<file path="src/rtl/pencoder_scan.sv">
// Priority-encoder scanner: accepts a request vector and emits the index of
// every set bit, one beat per handshake, in LSB-first or MSB-first order.
module pencoder_scan #(
    parameter int WIDTH     = 32,
    parameter bit LSB_FIRST = 1'b1,
    localparam int IDXW     = $clog2(WIDTH)
) (
    input  logic              clk,
    input  logic              rst_n,
    input  logic [WIDTH-1:0]  in_vec,
    input  logic              in_valid,
    output logic              in_ready,
    input  logic              flush,
    output logic [IDXW-1:0]   out_idx,
    output logic              out_none,
    output logic              out_last,
    output logic              out_valid,
    input  logic              out_ready,
    output logic [IDXW:0]     out_cnt
);

    localparam logic [0:0] IDLE = 1'b0;
    localparam logic [0:0] SCAN = 1'b1;

    logic [0:0]       state_reg;
    logic [WIDTH-1:0] mask_reg;
    logic [IDXW:0]    cnt_reg;
    logic             none_reg;
    // Keeps in_ready low until the first clock edge after reset release.
    logic             init_done_reg;

    logic [IDXW-1:0]  idx_sel;
    logic [IDXW:0]    cnt_calc;
    logic [WIDTH-1:0] mask_minus_one;
    logic             mask_single;
    logic [WIDTH-1:0] sel_onehot;

    always_comb begin
        idx_sel = '0;
        if (LSB_FIRST) begin
            for (int i = WIDTH - 1; i >= 0; i--) begin
                if (mask_reg[i]) idx_sel = IDXW'(i);
            end
        end else begin
            for (int i = 0; i < WIDTH; i++) begin
                if (mask_reg[i]) idx_sel = IDXW'(i);
            end
        end
    end

    always_comb begin
        cnt_calc = '0;
        for (int i = 0; i < WIDTH; i++) begin
            cnt_calc = cnt_calc + (IDXW + 1)'(in_vec[i]);
        end
    end

    assign mask_minus_one = mask_reg - WIDTH'(1);
    assign mask_single    = (mask_reg != '0) && ((mask_reg & mask_minus_one) == '0);
    assign sel_onehot     = WIDTH'(1) << idx_sel;

    assign in_ready  = (state_reg == IDLE) && init_done_reg;
    assign out_valid = (state_reg == SCAN);
    assign out_idx   = idx_sel;
    assign out_none  = none_reg;
    assign out_last  = mask_single || none_reg;
    assign out_cnt   = cnt_reg;

    always_ff @(posedge clk or negedge rst_n) begin
        if (!rst_n) begin
            state_reg     <= IDLE;
            mask_reg      <= '0;
            cnt_reg       <= '0;
            none_reg      <= 1'b0;
            init_done_reg <= 1'b0;
        end else begin
            init_done_reg <= 1'b1;
            if (flush) begin
                state_reg <= IDLE;
                mask_reg  <= '0;
                cnt_reg   <= '0;
                none_reg  <= 1'b0;
            end else begin
                case (state_reg)
                    IDLE: begin
                        if (in_valid && in_ready) begin
                            mask_reg  <= in_vec;
                            cnt_reg   <= cnt_calc;
                            none_reg  <= (in_vec == '0);
                            state_reg <= SCAN;
                        end
                    end
                    default: begin
                        if (out_ready) begin
                            if (out_last) begin
                                state_reg <= IDLE;
                                mask_reg  <= '0;
                                cnt_reg   <= '0;
                                none_reg  <= 1'b0;
                            end else begin
                                mask_reg <= mask_reg & ~sel_onehot;
                            end
                        end
                    end
                endcase
            end
        end
    end

endmodule

</file>
<file path="config.mk">
export PLATFORM = sky130hd
export DESIGN_NAME = pencoder_scan
export DESIGN_NICKNAME = d
export VERILOG_FILES = /design/src/rtl/pencoder_scan.sv
export SDC_FILE = /design/constraint.sdc
export NUM_CORES = 1
export LEC_CHECK = 0
export CAP_MARGIN = 30
export CORE_ASPECT_RATIO = 1.1
export CORE_MARGIN = 2
export CORE_UTILIZATION = 40
export DETAILED_ROUTE_END_ITERATION = 12
export PLACE_DENSITY_LB_ADDON = 0.2
export SYNTH_ARGS = -nofsm -noshare
export SYNTH_HDL_FRONTEND = slang
export SYNTH_SLANG_ARGS = --single-unit
</file>
<file path="constraint.sdc">
create_clock -name clk -period 5.55 [get_ports clk]
set_input_delay 1.11 -clock clk [delete_from_list [all_inputs] [get_ports clk]]
set_output_delay 1.11 -clock clk [all_outputs]
set_load 0.005 [all_outputs]
</file>
==> out/results.txt, run 1 <==
Status -> complete, no violations
Worst hold stages -> 1
Final Hold Slack -> 0.482 ns
Synth top area cells -> dfrtp_1 27%, fa_1 13%, inv_1 4.7%, a32o_1 3.7%, nor4_1 3.6%
Die Y -> 106 um
Worst-path clk slew -> 0.08 ns
Routed WL -> 11,700 um
Clk Latency, worst-skew pair -> 0.30 ns
Count leader, synth -> inv_1
Syn. warnings -> 0
Mux cell area share after synthesis -> 0.530%
Clock Sinks -> 41
Main combinational cell family by area after synthesis -> compound AO/OA/AOI/OAI gates
Worst Setup Path Type -> input pin to register
Mean area per synthesized cell -> 8.63 um2
Share of the synthesized area in the top cell type -> 27.2%
Switching pwr -> 0.801 mW
Post-Synthesis Cells -> 438
Vias in the first global route -> 3,701
Compound-Gate Fraction of Synth Area -> 24.3%
GPL Wtd Cong -> 0.892
Final period util -> 97.7%
Root Buffer -> clkbuf_8
Drt initial violations -> 388
GRT overflow -> 0
Nets -> 559
Synth cell types -> 61
Total CTS buffers -> 5
Metal-1 WL -> 5210 um
Dominant cell type by area after synthesis -> dfrtp_1
Layout cells sized above 1 -> 13.8%
Vias -> 3,701
Achievable Freq -> 184 MHz
Pin count of the biggest net entering global routing -> 42
Met2 wire len -> 5670 um
FF-to-FF End -> mask_reg[18]
Internal reg-to-reg setup slack -> 1.78 ns
DP Area -> 4460 um2
Worst EP required -> 5.74 ns
Yosys reg bits -> 41
Row cnt -> 37
Post-place setup slack -> -0.623 ns
Initial core utilization -> 40.8%
Sw Share -> 44.1%
Sequential power share -> 22.6%
WL met3 -> 420 um
Via density -> 6.09
Synth Area in Simple Gates -> 22.4%
P per Cell Area -> 399 nW/um2
Post-synthesis xor/xnor area fraction -> 0.695%
Highest routed layer -> met4
Commonest cells in the netlist -> 47 x inv_1, 41 x dfrtp_1, 30 x nor2_1, 28 x nand2_1
Worst R2R Start -> mask_reg[3]
DRC errors left -> 0
First-pass GRT wire length -> 19,100 um
P&R area growth vs syn -> 20.4%
Min setup slack post-route -> 0.129 ns
Die ar. -> 10,200 um2
CP Data Arrival Time -> 5.61 ns
Relative slew margins -> 44.7%
Hold endpoint -> out_cnt[3]
Final hold vios -> 0
Peak VDD IR -> 0.612 mV
Clk buf depth -> 2
Hold Path Class -> register to register
Post-synth EDFFs -> 0
Antenna Nets Post-Route -> 0
Overall die width -> 96.7 um
CP Capture Type -> register
Antenna cells -> 0
Cell-internal power -> 1.01 mW
Max reg flops -> 32
Top_reg_cell synth -> dfrtp_1
Post-Place Cells -> 598
Total global-route track usage -> 23.1%
FF-to-FF path depth -> 8
Beginning of the worst hold path -> out_cnt[3]
Fin area -> 4550 um2
H-tree levels -> 2
Antenna violations before repair -> 0
Final setup violation count -> 0
Wire per inst -> 19.2 um
Finished Layout Cells -> 608
Ys async rst share -> 100%
Min Tclk post-route -> 5.42 ns
Leakage power -> 1.96 nW
Core ar. -> 9260 um2
Fin Clk Skew -> 0.00856 ns
Worst-Margin Slew -> 0.821 ns
TritonRoute pass-1 iters -> 5
Max Cap Viol -> 0
RSZ-0062 raised after global routing -> yes
Register area share after synthesis -> 27.2%
Synth Cell Area -> 3780 um2
Adder-cell share of the synthesized area -> 15.9%
Post-DP HPWL -> 9340 um
Mapped Nets -> 507
Part of the power in combinational logic -> 66.5%
Startpoint type of the worst setup path -> input pin
Clock power share -> 10.9%
Num ports -> 52
Worst-path fanout max -> 2
IO buf count -> 51
TritonCTS clock tree -> built
Fin. max-slew vios -> 0
[routing by layer]
layer | up-vias | GRT usage, %
li1 | 1707 | -
met1 | 1825 | 31.4
met2 | 138 | 38.8
met3 | 31 | 1.91
met4 | 0 | 8.45
met5 | - | 0
[layout make-up]
class | instances | area [um2]
multi-input combinational | 318 | 2440
inverter | 47 | 176
fill | 904 | 4710
clock inverter | 2 | 10.0
timing repair buffer | 77 | 674
sequential | 41 | 1030
clock buffer | 6 | 72.6
tap | 117 | 146
[per-stage QoR]
stage,power (mW),TNS (ns),util [%]
final,1.81,0,49.1
after global routing,1.99,-0.0476,49.1
after CTS,1.79,0,49.0
after detailed placement,1.58,-2.25,48.2
after global placement,1.56,-1.91,48.2
after floorplan,1.20,0,-
[worst max path at each step]
stage                from          to  slack (ns)
2_1_floorplan  in_vec[17]  out_cnt[4]        0.05
3_5_place_dp   in_vec[17]  out_cnt[4]       -0.62
6_report       in_vec[25]  out_cnt[4]        0.13
4_1_cts        in_vec[27]  out_cnt[4]      0.0003
3_3_place_gp   in_vec[25]  out_cnt[4]       -0.55
5_1_grt        in_vec[21]  out_cnt[4]       -0.05
[power groups by stage]
stage               Sequential, mW  Clock (mW)  Combinational, mW
finish                       0.411       0.197               1.21
detailed placement           0.413           0               1.16
global placement             0.412           0               1.15
floorplan                    0.365           0              0.836
global route                 0.418       0.210               1.36
CTS                          0.408       0.198               1.19
[cells in the final DEF, fill, tap and decap left out, types with 12 or more instances in the layout]
| master | n |
|---|---|
| dfrtp_1 | 41 |
| inv_1 | 38 |
| o21ai_0 | 12 |
| nand2_1 | 28 |
| a32o_1 | 14 |
| nor3_1 | 22 |
| buf_4 | 25 |
| nor2_1 | 30 |
| a21oi_1 | 23 |
| clkdlybuf4s50_1 | 35 |
| nor4_1 | 22 |
| fa_1 | 23 |
[repair_timing]
action / in CTS / in global routing
hold buffers: 0 / 0
buffers inserted: 0 / 1
pin swaps: 16 / 17
resized for setup: 33 / 26
setup endpoints to repair: 5 / 3
[critical path, cell delays in order]
cell,delay [ns]
clkdlybuf4s15_2,0.20
inv_2,0.04
fa_1,0.45
fa_1,0.51
inv_2,0.04
fa_1,0.51
inv_2,0.05
fa_1,0.45
fa_1,0.50
fa_1,0.51
inv_2,0.05
ha_4,0.15
fa_2,0.33
a21o_1,0.19
a21oi_2,0.14
xor2_1,0.15
nor4_1,0.06
a21o_1,0.17
[cells by family after synthesis]
group                    Yosys count
buffers and inverters             79
multiplexers                       2
flip-flops                        41
AND/OR/NAND/NOR                  155
AO/OA/AOI/OAI                    123
XOR/XNOR                           3
adder cells (fa/ha/maj)           34
other                              1
No activity file was read; power rests on OpenSTA's default activity.
==> inputs of run 2 (changes only) <==
--- a/config.mk
+++ b/config.mk
@@ -9,6 +9,8 @@
 export CORE_ASPECT_RATIO = 1.1
 export CORE_MARGIN = 2
 export CORE_UTILIZATION = 40
+export CTS_BUF_LIST = sky130_fd_sc_hd__clkbuf_8
+export CTS_CLUSTER_SIZE = 10
 export DETAILED_ROUTE_END_ITERATION = 12
 export PLACE_DENSITY_LB_ADDON = 0.2
 export SYNTH_ARGS = -nofsm -noshare
==> run 2 against run 1 <==
Effect of this change:
- critical path depth unchanged
- worst hold slack barely moved
- clock skew rose by 0.0010 ns
- sequential cell count unchanged
- sequential power barely moved
- count of clock-buffer cells in the layout fell by 1
- via count increased by 0.24%
==> out/results.txt, run 2 (same netlist as run 1, synthesis figures left out) <==
Status -> complete, no violations
H-tree levels -> 2 (unchanged)
Vias in the first global route -> 3,701 (unchanged)
Final period util -> 97.7% (about the same)
Slowest cell on crit path -> fa_1
Post-place setup slack -> -0.623 ns (unchanged)
P&R area growth vs syn -> 20.4% (unchanged)
CP peak stage delay -> 0.51 ns (about the same)
Routed WL -> 11,600 um (-0.22%)
Relative slew margins -> 47.3% (+2.5 points)
Row cnt -> 37 (unchanged)
Worst-path fanout max -> 2 (unchanged)
First-pass GRT wire length -> 19,100 um (unchanged)
Achievable Freq -> 184 MHz (about the same)
Min Tclk post-route -> 5.42 ns (+0.00259 ns)
CP Data Arrival Time -> 5.61 ns (about the same)
Fill count -> 904 (unchanged)
Overall die width -> 96.7 um (unchanged)
Die ar. -> 10,200 um2 (unchanged)
Hold Path Class -> register to register
Antenna Nets Post-Route -> 0 (unchanged)
Startpoint type of the worst setup path -> input pin
Root Buffer -> clkbuf_8
Layout cells sized above 1 -> 13.8% (unchanged)
Die Y -> 106 um (unchanged)
Final hold vios -> 0 (unchanged)
Worst Setup Path Type -> input pin to register
Pin count of the biggest net entering global routing -> 42 (unchanged)
Final setup violation count -> 0 (unchanged)
Antenna violations before repair -> 0 (unchanged)
CP Capture Type -> register
Worst-path clk slew -> 0.08 ns (about the same)
Wire per inst -> 19.2 um (-0.22%)
DRC errors left -> 0 (unchanged)
Post-DP HPWL -> 9340 um (unchanged)
Clk Latency, worst-skew pair -> 0.30 ns (about the same)
Fin Clk Skew -> 0.00960 ns (+0.00104 ns)
Max reg flops -> 32 (unchanged)
TritonRoute pass-1 iters -> 5 (unchanged)
Nets -> 559 (unchanged)
Post-Place Cells -> 598 (unchanged)
Post-Route Setup TNS -> 0 ns (unchanged)
Antenna cells -> 0 (unchanged)
Clock Sinks -> 41 (unchanged)
GRT overflow -> 0 (unchanged)
Via density -> 6.10 (+0.24%)
Total global-route track usage -> 23.1% (unchanged)
Most frequent cells in the layout -> 41 x dfrtp_1, 39 x inv_1, 35 x clkdlybuf4s50_1, 30 x nor2_1, 28 x nand2_1
Most common cell after layout, fill and taps aside -> dfrtp_1
TritonCTS clock tree -> built
Worst EP required -> 5.74 ns (about the same)
Worst-Margin Slew -> 0.784 ns (-0.0376 ns)
Peak VDD IR -> 0.611 mV (-0.15%)
Clk buf depth -> 2 (unchanged)
Core ar. -> 9260 um2 (unchanged)
Max Cap Viol -> 0 (unchanged)
P per Cell Area -> 398 nW/um2 (-0.21%)
Min setup slack post-route -> 0.127 ns (-0.00259 ns)
Total CTS buffers -> 5 (unchanged)
Critical Path Most Common Cell -> fa_1
Initial core utilization -> 40.8% (unchanged)
GPL Wtd Cong -> 0.892 (unchanged)
Leakage power -> 1.97 nW (+0.21%)
Core Util, Final -> 49.1% (unchanged)
IO buf count -> 51 (unchanged)
Hold_buf cts -> 0 (unchanged)
Num ports -> 52 (unchanged)
Drt initial violations -> 386 (-0.52%)
Fin. max-slew vios -> 0 (unchanged)
RSZ-0062 raised after global routing -> yes
CP cell instances -> clkdlybuf4s15_2, inv_2, fa_1, fa_1, inv_2, fa_1, inv_2, fa_1, fa_1, fa_1, inv_2, ha_4, fa_2, a21o_1, a21oi_2, xor2_1, nor4_1, a21o_1
Finished Layout Cells -> 608 (unchanged)
Vias -> 3,710 (+0.24%)
-- run 2: repair_timing --
action                     in CTS  in global routing
setup endpoints to repair       5                  3
buffers inserted                0                  1
pin swaps                      16                 17
gates resized for setup        33                 26
-- run 2: cell type report --
| cell class | count | area [um2] | area share (%) |
|---|---|---|---|
| Sequential cell | 41 | 1030 | 22.6 |
| Clock inverter | 3 | 13.8 | 0.303 |
| Clock buffer | 5 | 68.8 | 1.51 |
| Tap cell | 117 | 146 | 3.22 |
| Multi-Input combinational cell | 318 | 2440 | 53.7 |
| Inverter | 47 | 176 | 3.88 |
| Timing Repair Buffer | 77 | 674 | 14.8 |
-- run 2: through the flow --
stage | hold slack [ns] | instance area, um2 | power [mW]
final | 0.482 | 4550 | 1.81
after global routing | 0.500 | 4550 | 1.99
after CTS | 0.484 | 4530 | 1.79
after detailed placement | 0.466 | 4460 | 1.58
after global placement | 0.462 | 4460 | 1.56
after floorplan | 0.474 | 3780 | 1.20
-- run 2: critical path: cells and delay by family --
| family | cells | cell delay [ns] |
|---|---|---|
| adders and majority gates | 8 | 3.41 |
| AOI/OAI and AO/OA | 3 | 0.50 |
| buffers and inverters | 5 | 0.38 |
| xor gates and xnor gates | 1 | 0.15 |
| and+or+nand+nor | 1 | 0.06 |
-- run 2: final timing paths --
path / from / endpoint / slack, ns / cells past startpoint
max reg2reg: mask_reg[3] / mask_reg[18] / 1.77 / 8
min in group asynchronous: rst_n / out_cnt[2] / 0.64 / 1
max in group asynchronous: rst_n / mask_reg[27] / 4.47 / 2
min reg2reg: out_cnt[3] / out_cnt[3] / 0.48 / 1
max: in_vec[25] / out_cnt[4] / 0.13 / 18
min: out_cnt[3] / out_cnt[3] / 0.48 / 1
-- run 2: report_power, final --
part           switching, mW  total, mW  leakage (nW)  internal [mW]
clock network          0.109      0.194        0.0491         0.0856
registers             0.0727      0.410         0.541          0.337
logic                  0.618       1.21          1.38          0.588
total                  0.799       1.81          1.97           1.01
-- run 2: metal layers --
layer	global-route usage, %	wire [um]
met1	31.4	5070
met2	38.8	5690
met3	1.91	527
met4	8.45	362
met5	0	0
